File: src/rtl/mulc_pkg.sv
// Shared sizing helpers and lane control encoding for the complex multiply/accumulate path.
package mulc_pkg;

    localparam int DW_DEFAULT = 32;
    localparam int N_DEFAULT  = 16;

    typedef enum logic [1:0] {
        LANE_HOLD = 2'd0,
        LANE_ADD  = 2'd1,
        LANE_LOAD = 2'd2
    } lane_op_e;

    // Accumulator width that holds N products of DW bits without overflow.
    function automatic int acc_width(input int dw, input int n);
        return dw + $clog2(n);
    endfunction

    // Counter width able to represent 0..N.
    function automatic int cnt_width(input int n);
        return $clog2(n) + 1;
    endfunction

endpackage

File: src/rtl/mulc_acc_lane.sv
// One signed accumulator lane.
// LOAD moves (acc + din) into the output register and clears acc in the same edge.
module mulc_acc_lane
    import mulc_pkg::*;
#(
    parameter int DW = DW_DEFAULT,
    parameter int AW = acc_width(DW_DEFAULT, N_DEFAULT)
) (
    input  logic          clk,
    input  logic          nreset,
    input  lane_op_e      op,
    input  logic [DW-1:0] din,
    output logic [AW-1:0] dout
);

    logic [AW-1:0] acc_r;
    logic [AW-1:0] dout_r;
    logic [AW-1:0] ext_s;
    logic [AW-1:0] sum_s;

    assign ext_s = {{(AW-DW){din[DW-1]}}, din};
    assign sum_s = acc_r + ext_s;
    assign dout  = dout_r;

    // Accumulator and frame-sum registers.
    always_ff @(posedge clk) begin
        if (!nreset) begin
            acc_r  <= {AW{1'b0}};
            dout_r <= {AW{1'b0}};
        end else begin
            case (op)
                LANE_HOLD: begin
                    acc_r <= acc_r;
                end
                LANE_ADD: begin
                    acc_r <= sum_s;
                end
                LANE_LOAD: begin
                    dout_r <= sum_s;
                    acc_r  <= {AW{1'b0}};
                end
                default: begin
                    acc_r <= acc_r;
                end
            endcase
        end
    end

endmodule

File: src/rtl/mulc_acc.sv
// Complex frame accumulator: sums up to N signed complex products per frame and
// presents one full-precision sum per frame on a valid/ready output.
module mulc_acc
    import mulc_pkg::*;
#(
    parameter  int DW = DW_DEFAULT,
    parameter  int N  = N_DEFAULT,
    localparam int AW = acc_width(DW, N),
    localparam int CW = cnt_width(N)
) (
    input  logic          clk,
    input  logic          nreset,
    input  logic          in_valid,
    output logic          in_ready,
    input  logic          in_last,
    input  logic [DW-1:0] in_re,
    input  logic [DW-1:0] in_im,
    output logic          out_valid,
    input  logic          out_ready,
    output logic [AW-1:0] out_re,
    output logic [AW-1:0] out_im,
    output logic [CW-1:0] out_cnt
);

    logic [CW-1:0] cnt_r;
    logic [CW-1:0] out_cnt_r;
    logic          out_valid_r;
    logic          pending_s;
    logic          stall_s;
    logic          beat_s;
    lane_op_e      op_s;

    // Only a frame-ending beat needs the output slot, so only it can stall.
    assign pending_s = (cnt_r == CW'(N - 1)) | in_last;
    assign stall_s   = out_valid_r & ~out_ready;
    assign in_ready  = ~stall_s | ~pending_s;
    assign beat_s    = in_valid & in_ready;

    assign out_valid = out_valid_r;
    assign out_cnt   = out_cnt_r;

    // Lane operation select for the accepted beat.
    always_comb begin
        op_s = LANE_HOLD;
        if (beat_s) begin
            if (pending_s) begin
                op_s = LANE_LOAD;
            end else begin
                op_s = LANE_ADD;
            end
        end else begin
            op_s = LANE_HOLD;
        end
    end

    // Beat counter and output-slot occupancy.
    always_ff @(posedge clk) begin
        if (!nreset) begin
            cnt_r       <= {CW{1'b0}};
            out_cnt_r   <= {CW{1'b0}};
            out_valid_r <= 1'b0;
        end else begin
            case (op_s)
                LANE_LOAD: begin
                    out_cnt_r   <= cnt_r + CW'(1);
                    cnt_r       <= {CW{1'b0}};
                    out_valid_r <= 1'b1;
                end
                LANE_ADD: begin
                    cnt_r <= cnt_r + CW'(1);
                    if (out_ready) begin
                        out_valid_r <= 1'b0;
                    end
                end
                default: begin
                    if (out_ready) begin
                        out_valid_r <= 1'b0;
                    end
                end
            endcase
        end
    end

    mulc_acc_lane #(.DW(DW), .AW(AW)) u_lane_re (
        .clk    (clk),
        .nreset (nreset),
        .op     (op_s),
        .din    (in_re),
        .dout   (out_re)
    );

    mulc_acc_lane #(.DW(DW), .AW(AW)) u_lane_im (
        .clk    (clk),
        .nreset (nreset),
        .op     (op_s),
        .din    (in_im),
        .dout   (out_im)
    );

endmodule

File: config.mk
export PLATFORM = sky130hd
export DESIGN_NAME = mulc_acc
export DESIGN_NICKNAME = d
export VERILOG_FILES = /design/src/rtl/mulc_pkg.sv /design/src/rtl/mulc_acc_lane.sv /design/src/rtl/mulc_acc.sv
export SDC_FILE = /design/constraint.sdc
export NUM_CORES = 1
export LEC_CHECK = 0
export ABC_AREA = 1
export CAP_MARGIN = 25
export CORE_AREA = 3 3 170 172
export DETAILED_ROUTE_END_ITERATION = 12
export DIE_AREA = 0 0 173 175
export PLACE_DENSITY_LB_ADDON = 0.2
export SYNTH_ARGS = -nofsm -noshare
export SYNTH_HDL_FRONTEND = slang
export SYNTH_SLANG_ARGS = --single-unit
File: constraint.sdc
create_clock -name clk -period 2.9 [get_ports clk]
set_input_delay 0.58 -clock clk [delete_from_list [all_inputs] [get_ports clk]]
set_output_delay 0.58 -clock clk [all_outputs]
set_load 0.005 [all_outputs]
# == After elaboration in Yosys (flattened, before gate mapping) ==
# Index checks and enable logic that the tools add are counted.
# classes
n_mux,7
bitwise_logic,7
eq_ne,3
add_sub_neg,3
n_reduce_logical,2
# op_table
cell,n
case mux 36 bit (2 select lines),2
adder 36 bit,2
case mux 5 bit (2 select lines),1
adder 5 x 1 -> 5 bit (second input constant),1
equality test 5 x 4 -> 1 bit (second input constant),1
two-way mux 2 bit,2
nonzero test 2 bit,2
NOT 1 bit,3
bitwise AND 1 bit,2
equality test 2 x 1 -> 1 bit (second input constant),1
equality test 2 bit (second input constant),1
two-way mux 1 bit,2
bitwise OR 1 bit,2
# word_totals
input_bits,69
regBits,155

# == Depth between registers and ports, before layout ==
# logic_depth
word_depth,8
mapped_depth,16
mapped_depth_nobuf,16

# == Modules after synthesis ==
# Synthesis repeated with hierarchy kept, for this count alone.
# unflattened
cells_unflattened,1795
hier_area_um2,10954.3
# by_module_without_submodules
mod,area_per_inst_um2,instances,cells_each
mulc_acc_lane (u_lane_im),5221.3,1,862
mulc_acc_lane (u_lane_re),5201.2,1,862
mulc_acc,531.8,1,71

# == Least setup slack after synthesis ==
# OpenSTA, ideal clock, no wires.
# synth_path
kind,input -> register
from,input in_im[0]
to,register u_lane_im.dout_r[32] (netlist: u_lane_im.dout[32])
n_path_buf,0
arrival_ns,2.020
required_ns,2.791
setup_time_ns,0.109
cell_stages,14
slack_ns,0.771
cell_sequence,ha_1 > fa_1 > nand3_1 > nand3_2 > nand2_1 > nand2_2 > nand3_1 > nand2_2 > nand2_2 > nand3_1 > nand2_1 > nand2_1 > nand2_1 > inv_1
# synth_between
elab_chain_cells,1
# synth_lines
item,line,text
from (decl),mulc_acc.sv:17,"input logic [DW-1:0] in_im,"
adder 36 bit,mulc_acc_lane.sv:22,assign sum_s = acc_r + ext_s;
to (signal assigned),mulc_acc_lane.sv:29,dout_r <= {AW{1'b0}};
to (signal assigned),mulc_acc_lane.sv:39,dout_r <= sum_s;
to (decl),mulc_acc_lane.sv:17,logic [AW-1:0] dout_r;
# Every way passes these cells.
# A chain may end at the register's enable or synchronous reset.

# == Worst setup path in the final report ==
# layout_path
from,register cnt_r[0]
to,output in_ready
# layout_between
elab_chain_cells,4
# layout_lines
item,line,text
from (decl),mulc_acc.sv:25,logic [CW-1:0] cnt_r;
from (signal assigned),mulc_acc.sv:59,cnt_r <= {CW{1'b0}};
from (signal assigned),mulc_acc.sv:66,cnt_r <= {CW{1'b0}};
from (signal assigned),mulc_acc.sv:70,cnt_r <= cnt_r + CW'(1);
equality test 5 x 4 -> 1 bit,mulc_acc.sv:34,assign pending_s = (cnt_r == CW'(N - 1)) | in_last;
bitwise OR 1 bit,mulc_acc.sv:34,
NOT 1 bit,mulc_acc.sv:36,assign in_ready = ~stall_s | ~pending_s;
bitwise OR 1 bit,mulc_acc.sv:36,
to (decl),mulc_acc.sv:14,"output logic in_ready,"
# Every way passes these cells.

==> out/qor.yml <==
grt_max_degree: 77
grt.total_usage_pct: 21.3
num_antenna_cells: 0
fillers: 2920
yosys.area_share.simple_pct: 35.7
initial_core_util_pct: 37.8
cts.clk_slew.worst_paths_ns: 0.07
cts_resized: 0
p_leak_nw: 6.23
nets: 1893
worstPathCellList: "ha_1, nand2_1, nor2_1, ha_1, nor2_2, inv_2, nand3_2, clkdlybuf4s50_1"
cts_setup_buffers: 0
antenna_found_initial: 0
hold_class: "reg -> reg"
clock_skew_ns: 0.0154
yosysTopAreaCell: "dfxtp_1"
cpMaxStageDelayCell: "clkdlybuf4s50_1"
final_common_cell: "nand2_1"
cp_max_fo: 5
multi_input_area_sq_um: 6420
use_met1_pct: 27.2
synthAdderAreaFrac_pct: 9.00
synthMuxAreaShare_pct: 0
cp-endpoint: "in_ready"
min_from: "u_lane_im.dout[22]"
die_h_um: 175
dp_hpwl_um: 25100
drv_cap: 0
finalHoldViolCount: 0
final_cell_mix: "nand2_1 (525), inv_1 (187), dfxtp_1 (155)"
synth_area_sq_um: 10500
die_area_sq_um: 30300
internal_power_mw: 4.25
gr-total-overflow: 0
ys_seq_area_share_pct: 29.7
numClockSinks: 155
setup_tns_ns: 0
power.density_nw_per_um2: 480
rsz0062_at_grt: "no"
fin_crit_ns: 2.65
drtIter0Drc: 526
timing.rr.end: "u_lane_im.dout[22]"
drive_gt1_share_pct: 8.56
cts_buffer_depth: 2
synth-compound-area-share_pct: 13.5
worstSetupPathType: "reg -> out"
grt_pass1_vias: 10200
relSlewSlack_pct: 37.2
gp_congestion: 0.939
setup_violations: 0
yosys_warnings: 0
r2r_start: "cnt_r[0]"
coreArea_sq_um: 27600
placed_cells: 2109
cts_inserted_buffers: 17
slew_viol_final: 0
syn2layout_area_growth_pct: 24.2
synth_area_per_cell_sq_um: 6.51
synthTopCellsByArea: "dfxtp_1 (30%), nand2_1 (19%), ha_1 (8.6%), inv_1 (6.7%), a21oi_1 (6.7%)"
use_met3_pct: 3.04
critical-path-max-stage-delay_ns: 0.51
comb_power_share_pct: 23.9
clk_latency_ns: 0.43
max-vdd-ir-drop_v: 0.000357
worst_pin_slew_ns: 0.942
ctsHoldBuffers: 0
yosysUniqueCellTypes: 40
row_count: 61
tritoncts: "built"
crit_path_end_kind: "output port"
viasPerCell: 4.87
async_flop_share_pct: 0
yosys.area.top_type_share_pct: 29.7
r2r_cells: 14
synth-seq-cells: 155
sequentialPowerShare_pct: 37.7
syn_inst: 1607
ys.flop_type: "dfxtp_1"
cts_root_buffer: "clkbuf_16"
grt_pass1_wl_um: 52400
status: "finished clean"
syn_nets: 1750
vias: 10400
arrival_ns: 2.07
firstDrtPassIters: 5
ant_nets: 0
worst_setup_path_start_kind: "flip-flop"
crit_top_cell: "ha_1"
p_clk_share_pct: 38.4
io_pins: 148
drt_wl_total_um: 32300
synth_top_family_by_area: "simple AND/OR/NAND/NOR gates"
clock.fmax_ghz: 0.377
critical_path_required_ns: 2.32
gr-max-usage-layer: "met2"
reg2reg_slack_ns: 0.55
min_period_over_period_pct: 91.4
crit_start: "cnt_r[0]"
p_switching_mw: 1.98
die_x_um: 173
grtUsageMet2_pct: 36.4
io_buffers: 147
wire_per_inst_um: 15.1
synth_xor_area_share_pct: 3.23
swShare_pct: 31.7
htree_levels: 4
drc: 0
synth_edf_count: 0
finalNonFillerCells: 2141
ff_latch_area_sq_um: 3100
-- cells by family (layout without fill, tap and decap cells) --
family / count (synthesis) / in the layout
adders and majority gates: 74 / 74
buffers and inverters: 240 / 396
and+or+nand+nor: 854 / 854
AOI/OAI and AO/OA: 248 / 248
DFF: 155 / 155
xor gates and xnor gates: 36 / 36
-- synth_stat cells (13+ instances only) --
master    instances
nand2_2          34
o21ai_0          38
clkbuf_1         15
nand3_2          13
o21bai_1         15
nor2_1           99
xor2_1           18
buf_2            23
nor2_2           14
o21ai_1          18
nor3_1           17
nand3_1         109
xnor2_1          15
nand3b_1         13
dfxtp_1         155
inv_1           187
a22o_1           19
a21oi_1         139
ha_1             72
nand2_1         525
-- metal layers --
metal / share of wire, % / up-vias
li1: - / 5447
met3: 4.2 / 52
met4: 3.3 / 0
met1: 46 / 4701
met5: 0 / -
met2: 47 / 237
-- final cells by class --
| type | instances | share of cell area, % |
|---|---|---|
| repair buffers | 164 | 12.5 |
| flip-flops and latches | 155 | 23.9 |
| inverters | 200 | 5.78 |
| clock inverters | 15 | 1.46 |
| multi-input cells | 1212 | 49.4 |
| clock buffers | 17 | 3.28 |
| well taps | 378 | 3.64 |
-- power groups by stage --
stage                     registers [mW]  logic [mW]  clock network [mW]
after floorplan                     2.38       0.938                   0
after global placement              2.39        1.48                   0
after detailed placement            2.39        1.49                   0
after CTS                           2.35        1.49                2.45
after global routing                2.36        1.67                2.52
final                               2.35        1.49                2.39
-- worst min-delay path by stage --
stage	endpoint	slack (ns)	depth (start not counted)
after detailed placement	u_lane_re.dout[24]	0.44	2
after global routing	u_lane_re.dout[33]	0.47	2
after global placement	u_lane_re.dout[21]	0.44	2
after CTS	u_lane_im.dout[22]	0.46	2
after floorplan	cnt_r[4]	0.44	2
final	u_lane_im.dout[22]	0.45	2
-- through the flow --
step	setup WS [ns]	total power [mW]	hold WS, ns	utilization, %	instance area [sq um]
3_5_place_dp	0.0887	3.88	0.438	44.8	12400
2_1_floorplan	0.771	3.32	0.440	-	10500
3_3_place_gp	0.0989	3.87	0.438	44.8	12400
4_1_cts	0.216	6.29	0.455	47.0	13000
6_report	0.248	6.23	0.449	47.0	13000
5_1_grt	0.151	6.54	0.472	47.0	13000
-- critical path: cells and delay by family (launching register included) --
family / cells / cell delay [ns]
adders and majority gates: 2 / 0.41
DFF: 1 / 0.35
and+or+nand+nor: 4 / 0.32
buffers and inverters: 2 / 0.58
-- flip-flops by register name, summed over array words and instances, names as in the netlist --
| name | count |
|---|---|
| u_lane_re.dout | 36 |
| u_lane_re.acc_r | 36 |
| out_valid | 1 |
| u_lane_im.dout | 36 |
| u_lane_im.acc_r | 36 |
| cnt_r | 5 |
| out_cnt | 5 |
(Power assumes the default switching activity.)
